File: src/rtl/button_pkg.sv
// -----------------------------------------------------------------------------
// button_pkg
// Shared types and constant helpers for the button conditioner.
//   btn_state_e    : per-channel debounce / hold state (also visible on debug)
//   ticks_per_ms   : prescaler divide ratio for a given clock frequency
//   cnt_width      : width of the per-channel timing counter
// -----------------------------------------------------------------------------
package button_pkg;

    typedef enum logic [2:0] {
        ST_IDLE    = 3'd0,
        ST_DB_DN   = 3'd1,
        ST_PRESSED = 3'd2,
        ST_HELD    = 3'd3,
        ST_DB_UP   = 3'd4
    } btn_state_e;

    // Clock cycles per millisecond, never below 1 so the prescaler stays legal
    // for very slow simulation clocks.
    function automatic int ticks_per_ms(input int clk_hz);
        int t;
        t = clk_hz / 1000;
        if (t < 1) t = 1;
        return t;
    endfunction

    function automatic int max3(input int a, input int b, input int c);
        int m;
        m = (a > b) ? a : b;
        m = (m > c) ? m : c;
        return m;
    endfunction

    // Wide enough to hold the largest terminal count, so cnt never wraps.
    function automatic int cnt_width(input int debounce_ms, input int long_ms,
                                     input int repeat_ms);
        return $clog2(max3(debounce_ms, long_ms, repeat_ms) + 1);
    endfunction

endpackage

File: src/rtl/button_channel.sv
// -----------------------------------------------------------------------------
// button_channel
// One button: 2-flop synchronizer, polarity fix, debounce / long-press /
// auto-repeat state machine. All timing advances only on tick_i (1 ms).
// Ports:
//   clk_in, rst_n  : clock, async active-low reset
//   tick_i         : 1-cycle strobe once per millisecond
//   button_i       : raw asynchronous pin
//   level_o        : debounced level, 1 = pressed
//   click_o        : 1-cycle pulse on release of a short press
//   long_o         : 1-cycle pulse when the hold reaches the long time
//   repeat_o       : 1-cycle pulse every repeat period while held past long
//   state_o        : current FSM state (debug)
// -----------------------------------------------------------------------------
module button_channel
    import button_pkg::*;
#(
    parameter int DEBOUNCE_MS = 20,
    parameter int LONG_MS     = 3000,
    parameter int REPEAT_MS   = 200,
    parameter int REPEAT_EN   = 1,
    parameter int ACTIVE_LOW  = 0
) (
    input  logic       clk_in,
    input  logic       rst_n,
    input  logic       tick_i,
    input  logic       button_i,
    output logic       level_o,
    output logic       click_o,
    output logic       long_o,
    output logic       repeat_o,
    output logic [2:0] state_o
);

    localparam int CW = cnt_width(DEBOUNCE_MS, LONG_MS, REPEAT_MS);
    localparam logic [CW-1:0] DB_LAST  = CW'(DEBOUNCE_MS - 1);
    localparam logic [CW-1:0] LNG_LAST = CW'(LONG_MS - 1);
    localparam logic [CW-1:0] REP_LAST = CW'(REPEAT_MS - 1);

    logic [1:0]    sync_q;
    btn_state_e    state_q;
    logic [CW-1:0] cnt_q;
    logic          was_long_q;
    logic          level_q;
    logic          click_q;
    logic          long_q;
    logic          repeat_q;
    logic          s;

    // Synced level with polarity folded in: 1 always means "pressed".
    assign s = (ACTIVE_LOW != 0) ? ~sync_q[1] : sync_q[1];

    always_ff @(posedge clk_in or negedge rst_n) begin
        if (!rst_n) begin
            sync_q     <= '0;
            state_q    <= ST_IDLE;
            cnt_q      <= '0;
            was_long_q <= 1'b0;
            level_q    <= 1'b0;
            click_q    <= 1'b0;
            long_q     <= 1'b0;
            repeat_q   <= 1'b0;
        end else begin
            sync_q   <= {sync_q[0], button_i};
            // Pulses default low so each is exactly one cycle wide.
            click_q  <= 1'b0;
            long_q   <= 1'b0;
            repeat_q <= 1'b0;
            if (tick_i) begin
                case (state_q)
                    ST_IDLE: begin
                        if (s) begin
                            state_q <= ST_DB_DN;
                            cnt_q   <= '0;
                        end
                    end
                    ST_DB_DN: begin
                        if (!s) begin
                            state_q <= ST_IDLE;
                        end else if (cnt_q == DB_LAST) begin
                            state_q    <= ST_PRESSED;
                            level_q    <= 1'b1;
                            cnt_q      <= '0;
                            was_long_q <= 1'b0;
                        end else begin
                            cnt_q <= cnt_q + CW'(1);
                        end
                    end
                    ST_PRESSED: begin
                        if (!s) begin
                            state_q <= ST_DB_UP;
                            cnt_q   <= '0;
                        end else if (cnt_q == LNG_LAST) begin
                            state_q    <= ST_HELD;
                            long_q     <= 1'b1;
                            cnt_q      <= '0;
                            was_long_q <= 1'b1;
                        end else begin
                            cnt_q <= cnt_q + CW'(1);
                        end
                    end
                    ST_HELD: begin
                        if (!s) begin
                            state_q <= ST_DB_UP;
                            cnt_q   <= '0;
                        end else if (cnt_q == REP_LAST) begin
                            repeat_q <= (REPEAT_EN != 0);
                            cnt_q    <= '0;
                        end else begin
                            cnt_q <= cnt_q + CW'(1);
                        end
                    end
                    ST_DB_UP: begin
                        // A bounce back to pressed restarts the hold count; the
                        // was_long flag decides which hold phase we resume.
                        if (s) begin
                            state_q <= was_long_q ? ST_HELD : ST_PRESSED;
                            cnt_q   <= '0;
                        end else if (cnt_q == DB_LAST) begin
                            state_q <= ST_IDLE;
                            level_q <= 1'b0;
                            click_q <= ~was_long_q;
                            cnt_q   <= '0;
                        end else begin
                            cnt_q <= cnt_q + CW'(1);
                        end
                    end
                    default: begin
                        state_q <= ST_IDLE;
                        cnt_q   <= '0;
                    end
                endcase
            end
        end
    end

    assign level_o  = level_q;
    assign click_o  = click_q;
    assign long_o   = long_q;
    assign repeat_o = repeat_q;
    assign state_o  = state_q;

endmodule

File: src/rtl/button_conditioner.sv
// -----------------------------------------------------------------------------
// button_conditioner
// N_BTN independent button channels sharing one millisecond prescaler.
// Ports:
//   clk_in        : system clock (only clock)
//   rst_n         : async active-low reset
//   button_in     : raw button pins, one bit per channel
//   btn_level     : debounced levels, 1 = pressed
//   click_pulse   : 1-cycle pulse per channel on release of a short press
//   long_pulse    : 1-cycle pulse per channel when the long time is reached
//   repeat_pulse  : 1-cycle pulse per channel every repeat period past long
//   dbg_state     : 3-bit FSM state per channel, channel g at [3g+2:3g]
// -----------------------------------------------------------------------------
module button_conditioner
    import button_pkg::*;
#(
    parameter int N_BTN       = 4,
    parameter int CLK_HZ      = 125_000_000,
    parameter int DEBOUNCE_MS = 20,
    parameter int LONG_MS     = 3000,
    parameter int REPEAT_MS   = 200,
    parameter int REPEAT_EN   = 1,
    parameter int ACTIVE_LOW  = 0
) (
    input  logic               clk_in,
    input  logic               rst_n,
    input  logic [N_BTN-1:0]   button_in,
    output logic [N_BTN-1:0]   btn_level,
    output logic [N_BTN-1:0]   click_pulse,
    output logic [N_BTN-1:0]   long_pulse,
    output logic [N_BTN-1:0]   repeat_pulse,
    output logic [3*N_BTN-1:0] dbg_state
);

    localparam int TPM = ticks_per_ms(CLK_HZ);
    localparam int PW  = (TPM > 1) ? $clog2(TPM) : 1;
    localparam logic [PW-1:0] PRE_LAST = PW'(TPM - 1);

    logic [PW-1:0] pre_q;
    logic          tick_q;

    // Registered strobe: high for one cycle every TPM cycles.
    always_ff @(posedge clk_in or negedge rst_n) begin
        if (!rst_n) begin
            pre_q  <= '0;
            tick_q <= 1'b0;
        end else if (pre_q == PRE_LAST) begin
            pre_q  <= '0;
            tick_q <= 1'b1;
        end else begin
            pre_q  <= pre_q + PW'(1);
            tick_q <= 1'b0;
        end
    end

    for (genvar g = 0; g < N_BTN; g++) begin : g_ch
        button_channel #(
            .DEBOUNCE_MS (DEBOUNCE_MS),
            .LONG_MS     (LONG_MS),
            .REPEAT_MS   (REPEAT_MS),
            .REPEAT_EN   (REPEAT_EN),
            .ACTIVE_LOW  (ACTIVE_LOW)
        ) u_ch (
            .clk_in   (clk_in),
            .rst_n    (rst_n),
            .tick_i   (tick_q),
            .button_i (button_in[g]),
            .level_o  (btn_level[g]),
            .click_o  (click_pulse[g]),
            .long_o   (long_pulse[g]),
            .repeat_o (repeat_pulse[g]),
            .state_o  (dbg_state[3*g +: 3])
        );
    end

endmodule
File: config.mk
export PLATFORM = sky130hd
export DESIGN_NAME = button_conditioner
export DESIGN_NICKNAME = d
export VERILOG_FILES = /design/src/rtl/button_pkg.sv /design/src/rtl/button_channel.sv /design/src/rtl/button_conditioner.sv
export SDC_FILE = /design/constraint.sdc
export NUM_CORES = 1
export LEC_CHECK = 0
export CAP_MARGIN = 20
export CORE_MARGIN = 1
export CORE_UTILIZATION = 45
export DETAILED_ROUTE_END_ITERATION = 16
export GPL_ROUTABILITY_DRIVEN = 0
export PLACE_DENSITY = 0.7
export SETUP_SLACK_MARGIN = 0.2
export SLEW_MARGIN = 10
export SYNTH_ARGS = -nofsm -noshare
export SYNTH_HDL_FRONTEND = slang
export SYNTH_SLANG_ARGS = --single-unit
File: constraint.sdc
create_clock -name clk_in -period 2.8 [get_ports clk_in]
set_clock_uncertainty 0.15 [all_clocks]
set_input_delay 0.56 -clock clk_in [delete_from_list [all_inputs] [get_ports clk_in]]
set_output_delay 0.56 -clock clk_in [all_outputs]
set_load 0.03 [all_outputs]
==> impl_metrics.tcl <==
set metrics [dict create \
    rows 41 \
    stdcell_area_um2 6700 \
    grt_pass1_vias 4498 \
    synth-edff-count 0 \
    grt_max_degree 49 \
    wl_per_cell_um 14.8 \
    cts_root_buf "clkbuf_16" \
    cap_violations 0 \
    clk_latency_ps 360 \
    tns_ps 0 \
    timing.fmax_mhz 388 \
    outcome "finished clean" \
    cts_tree "yes" \
    dieWidth_um 116 \
    post-place-ws_ps 294 \
    slew_headroom 0.553 \
    synth_largest_area_cell "dfrtp_1" \
    finalHoldViolations 0 \
    hpwl_mm 8.54 \
    final_util 0.527 \
    vias 4837 \
    synth_area_um2 5900 \
    yosys_warnings 0 \
    cts.reportedPaths.clkPinSlew_ps 70 \
    yosysMostFrequentCell "dfrtp_1" \
    via_per_inst 5.76 \
    synth_commonest_cells "dfrtp_1, nand2_1, nor2_1, o21ai_0, nand3_1" \
    drc 0 \
    crit_path_end_kind "register" \
    layout-area-overhead-vs-synth_pct 13.7 \
    ant_nets 0 \
    htree_levels 3 \
    irDropWorstVdd_mv 0.289 \
    numPortBuffers 33 \
    numCtsBuffers 9 \
    grt_usage 0.193 \
    drt_iter0_markers 536 \
    placed_area_um2 6350 \
    clock-sinks 106 \
    synth-seq-cells 106 \
    worst_slack_ps 222 \
    tightestPinTransition_ps 665 \
    ios 34 \
    startpoint_type "register" \
    start_util 0.464 \
    globalRouteOverflowTotal 0 \
    required_ps 2890 \
    clk_path_buf_depth 2 \
    synth_nets 654 \
    antenna_found_initial 0 \
    fin_nets 674 \
    core_um2 12700 \
    cp.arrival_ps 2670 \
    async_flop_share 1.00 \
    diodes 0 \
    die-area_um2 13600 \
    p_leak_uw 0.00263 \
    drtPass1Iterations 5 \
    drive_gt1_frac 0.0943 \
    period_needed_ps 2580 \
    ctsHoldBuffers 0 \
    finalMaxSlewViolations 0 \
    syn_inst 643 \
    crit_type "register to register" \
    synth_area_leaders "dfrtp_1, nand2_1, xnor2_1" \
    die_y_um 116 \
    avgSynthCellArea_um2 9.17 \
    seq_area_frac_synth 0.450 \
    setup_viol 0 \
    synth_flop_cell "dfrtp_1" \
    yosysUniqueCellTypes 68 \
    finalCritPeriodShare 0.921 \
    cp_max_fo 7 \
    p_per_area_nw_per_um2 418 \
    hp-class "input pin to async pin" \
    drt-total-wl_mm 12.4 \
    grt_pass1_wl_mm 21.0 \
    synth_top_area_share 0.450 \
    grt_setup_unrepaired "true" \
]
==> state kept, by name (all words and copies together) (netlist names) <==
name / cells
g_ch.u_ch.click_o: 4
g_ch.u_ch.cnt_q: 48
g_ch.u_ch.repeat_o: 4
g_ch.u_ch.level_o: 4
g_ch.u_ch.state_o: 12
g_ch.u_ch.was_long_q: 4
g_ch.u_ch.long_o: 4
pre_q: 17
g_ch.u_ch.sync_q: 8
tick_q: 1
==> final timing paths <==
kind                                             start                 endpoint  slack (ps)  cells after the start
worst max-delay path             g_ch[0].u_ch.cnt_q[0]  g_ch[0].u_ch.state_o[0]         220                      7
worst min-delay path                             rst_n      g_ch[1].u_ch.long_o          20                      1
worst max register to register   g_ch[0].u_ch.cnt_q[0]  g_ch[0].u_ch.state_o[0]         220                      7
worst min register to register  g_ch[2].u_ch.sync_q[0]   g_ch[2].u_ch.sync_q[1]         200                      0
max in group asynchronous                        rst_n   g_ch[2].u_ch.cnt_q[10]        1800                      2
min in group clk_in             g_ch[2].u_ch.sync_q[0]   g_ch[2].u_ch.sync_q[1]         200                      0
==> report_power, final <==
group	switching, uW	total [uW]	internal, uW
Sequential	10.0	1550	1540
Clock	596	1210	612
Combinational	35.7	49.1	13.5
Total	642	2800	2160
==> cell families (layout without fill, tap and decap cells) <==
family | count (synthesis) | in the layout | synth area share
fa+ha+maj | 5 | 5 | 0.0106
mux | 4 | 4 | 0.00721
xor+xnor | 38 | 38 | 0.0564
flops | 106 | 106 | 0.450
simple gates | 293 | 294 | 0.278
compound gates | 136 | 136 | 0.149
buf+inv | 61 | 85 | 0.0492
==> per-stage QoR <==
| stage | power [uW] | hold WS [ps] | instances |
|---|---|---|---|
| after floorplan | 1580 | 114 | 643 |
| after global placement | 1630 | 185 | 821 |
| after detailed placement | 1630 | 185 | 821 |
| after CTS | 2830 | 33.5 | 837 |
| after global routing | 2890 | 67.1 | 840 |
| final | 2800 | 22.4 | 840 |
==> placed cells by master (no fill, tap or decap), drive strengths merged, types with 4 or more instances in the layout <==
| master | synthesis | final |
|---|---|---|
| o311ai | 4 | 4 |
| dfrtp | 106 | 106 |
| o211ai | 5 | 5 |
| nor2 | 47 | 48 |
| a21oi | 33 | 33 |
| clkdlybuf4s50 | 0 | 32 |
| or4 | 9 | 9 |
| o2111ai | 4 | 4 |
| nor3b | 6 | 6 |
| xor2 | 16 | 16 |
| clkbuf | 26 | 10 |
| nand2 | 75 | 75 |
| o21ai | 37 | 37 |
| or3 | 5 | 5 |
| inv | 17 | 19 |
| o22ai | 11 | 11 |
| nand4 | 11 | 11 |
| o41ai | 4 | 4 |
| and2 | 6 | 6 |
| nor3 | 25 | 25 |
| o31ai | 7 | 7 |
| nor2b | 17 | 17 |
| nor4 | 18 | 18 |
| or3b | 4 | 4 |
| buf | 17 | 19 |
| o2bb2ai | 4 | 4 |
| ha | 5 | 5 |
| and3 | 6 | 6 |
| a22o | 4 | 4 |
| and4 | 5 | 5 |
| xnor2 | 22 | 22 |
| nand3 | 34 | 34 |
| or4b | 4 | 4 |
==> area by class of cell <==
| type | instances | area (um^2) |
|---|---|---|
| multi-input cells | 477 | 3010 |
| well taps | 172 | 215 |
| flip-flops and latches | 106 | 2650 |
| fillers | 1187 | 6020 |
| inverters | 18 | 67.6 |
| clock buffers | 10 | 229 |
| clock inverters | 6 | 48.8 |
| repair buffers | 51 | 475 |
==> layer usage <==
metal  track usage  wire length [um]  up-vias
met2         0.291              5610      105
li1              -                 -     2376
met5             0                 0        -
met4        0.0795               185        0
met3        0.0332               487       17
met1         0.275              6140     2339
==> critical path: stages, from the launching register on <==
cell,delay (ps)
dfrtp_1,420
ha_4,190
or4b_1,500
nor4_4,350
buf_4,200
nor2_1,80
nor3_1,210
mux2_2,360
==> repair_timing <==
action,CTS,global route
gates resized for setup,0,9
setup endpoints to repair,0,28
setup buffers,0,2
Note: power is estimated with default switching activity, not from simulation.
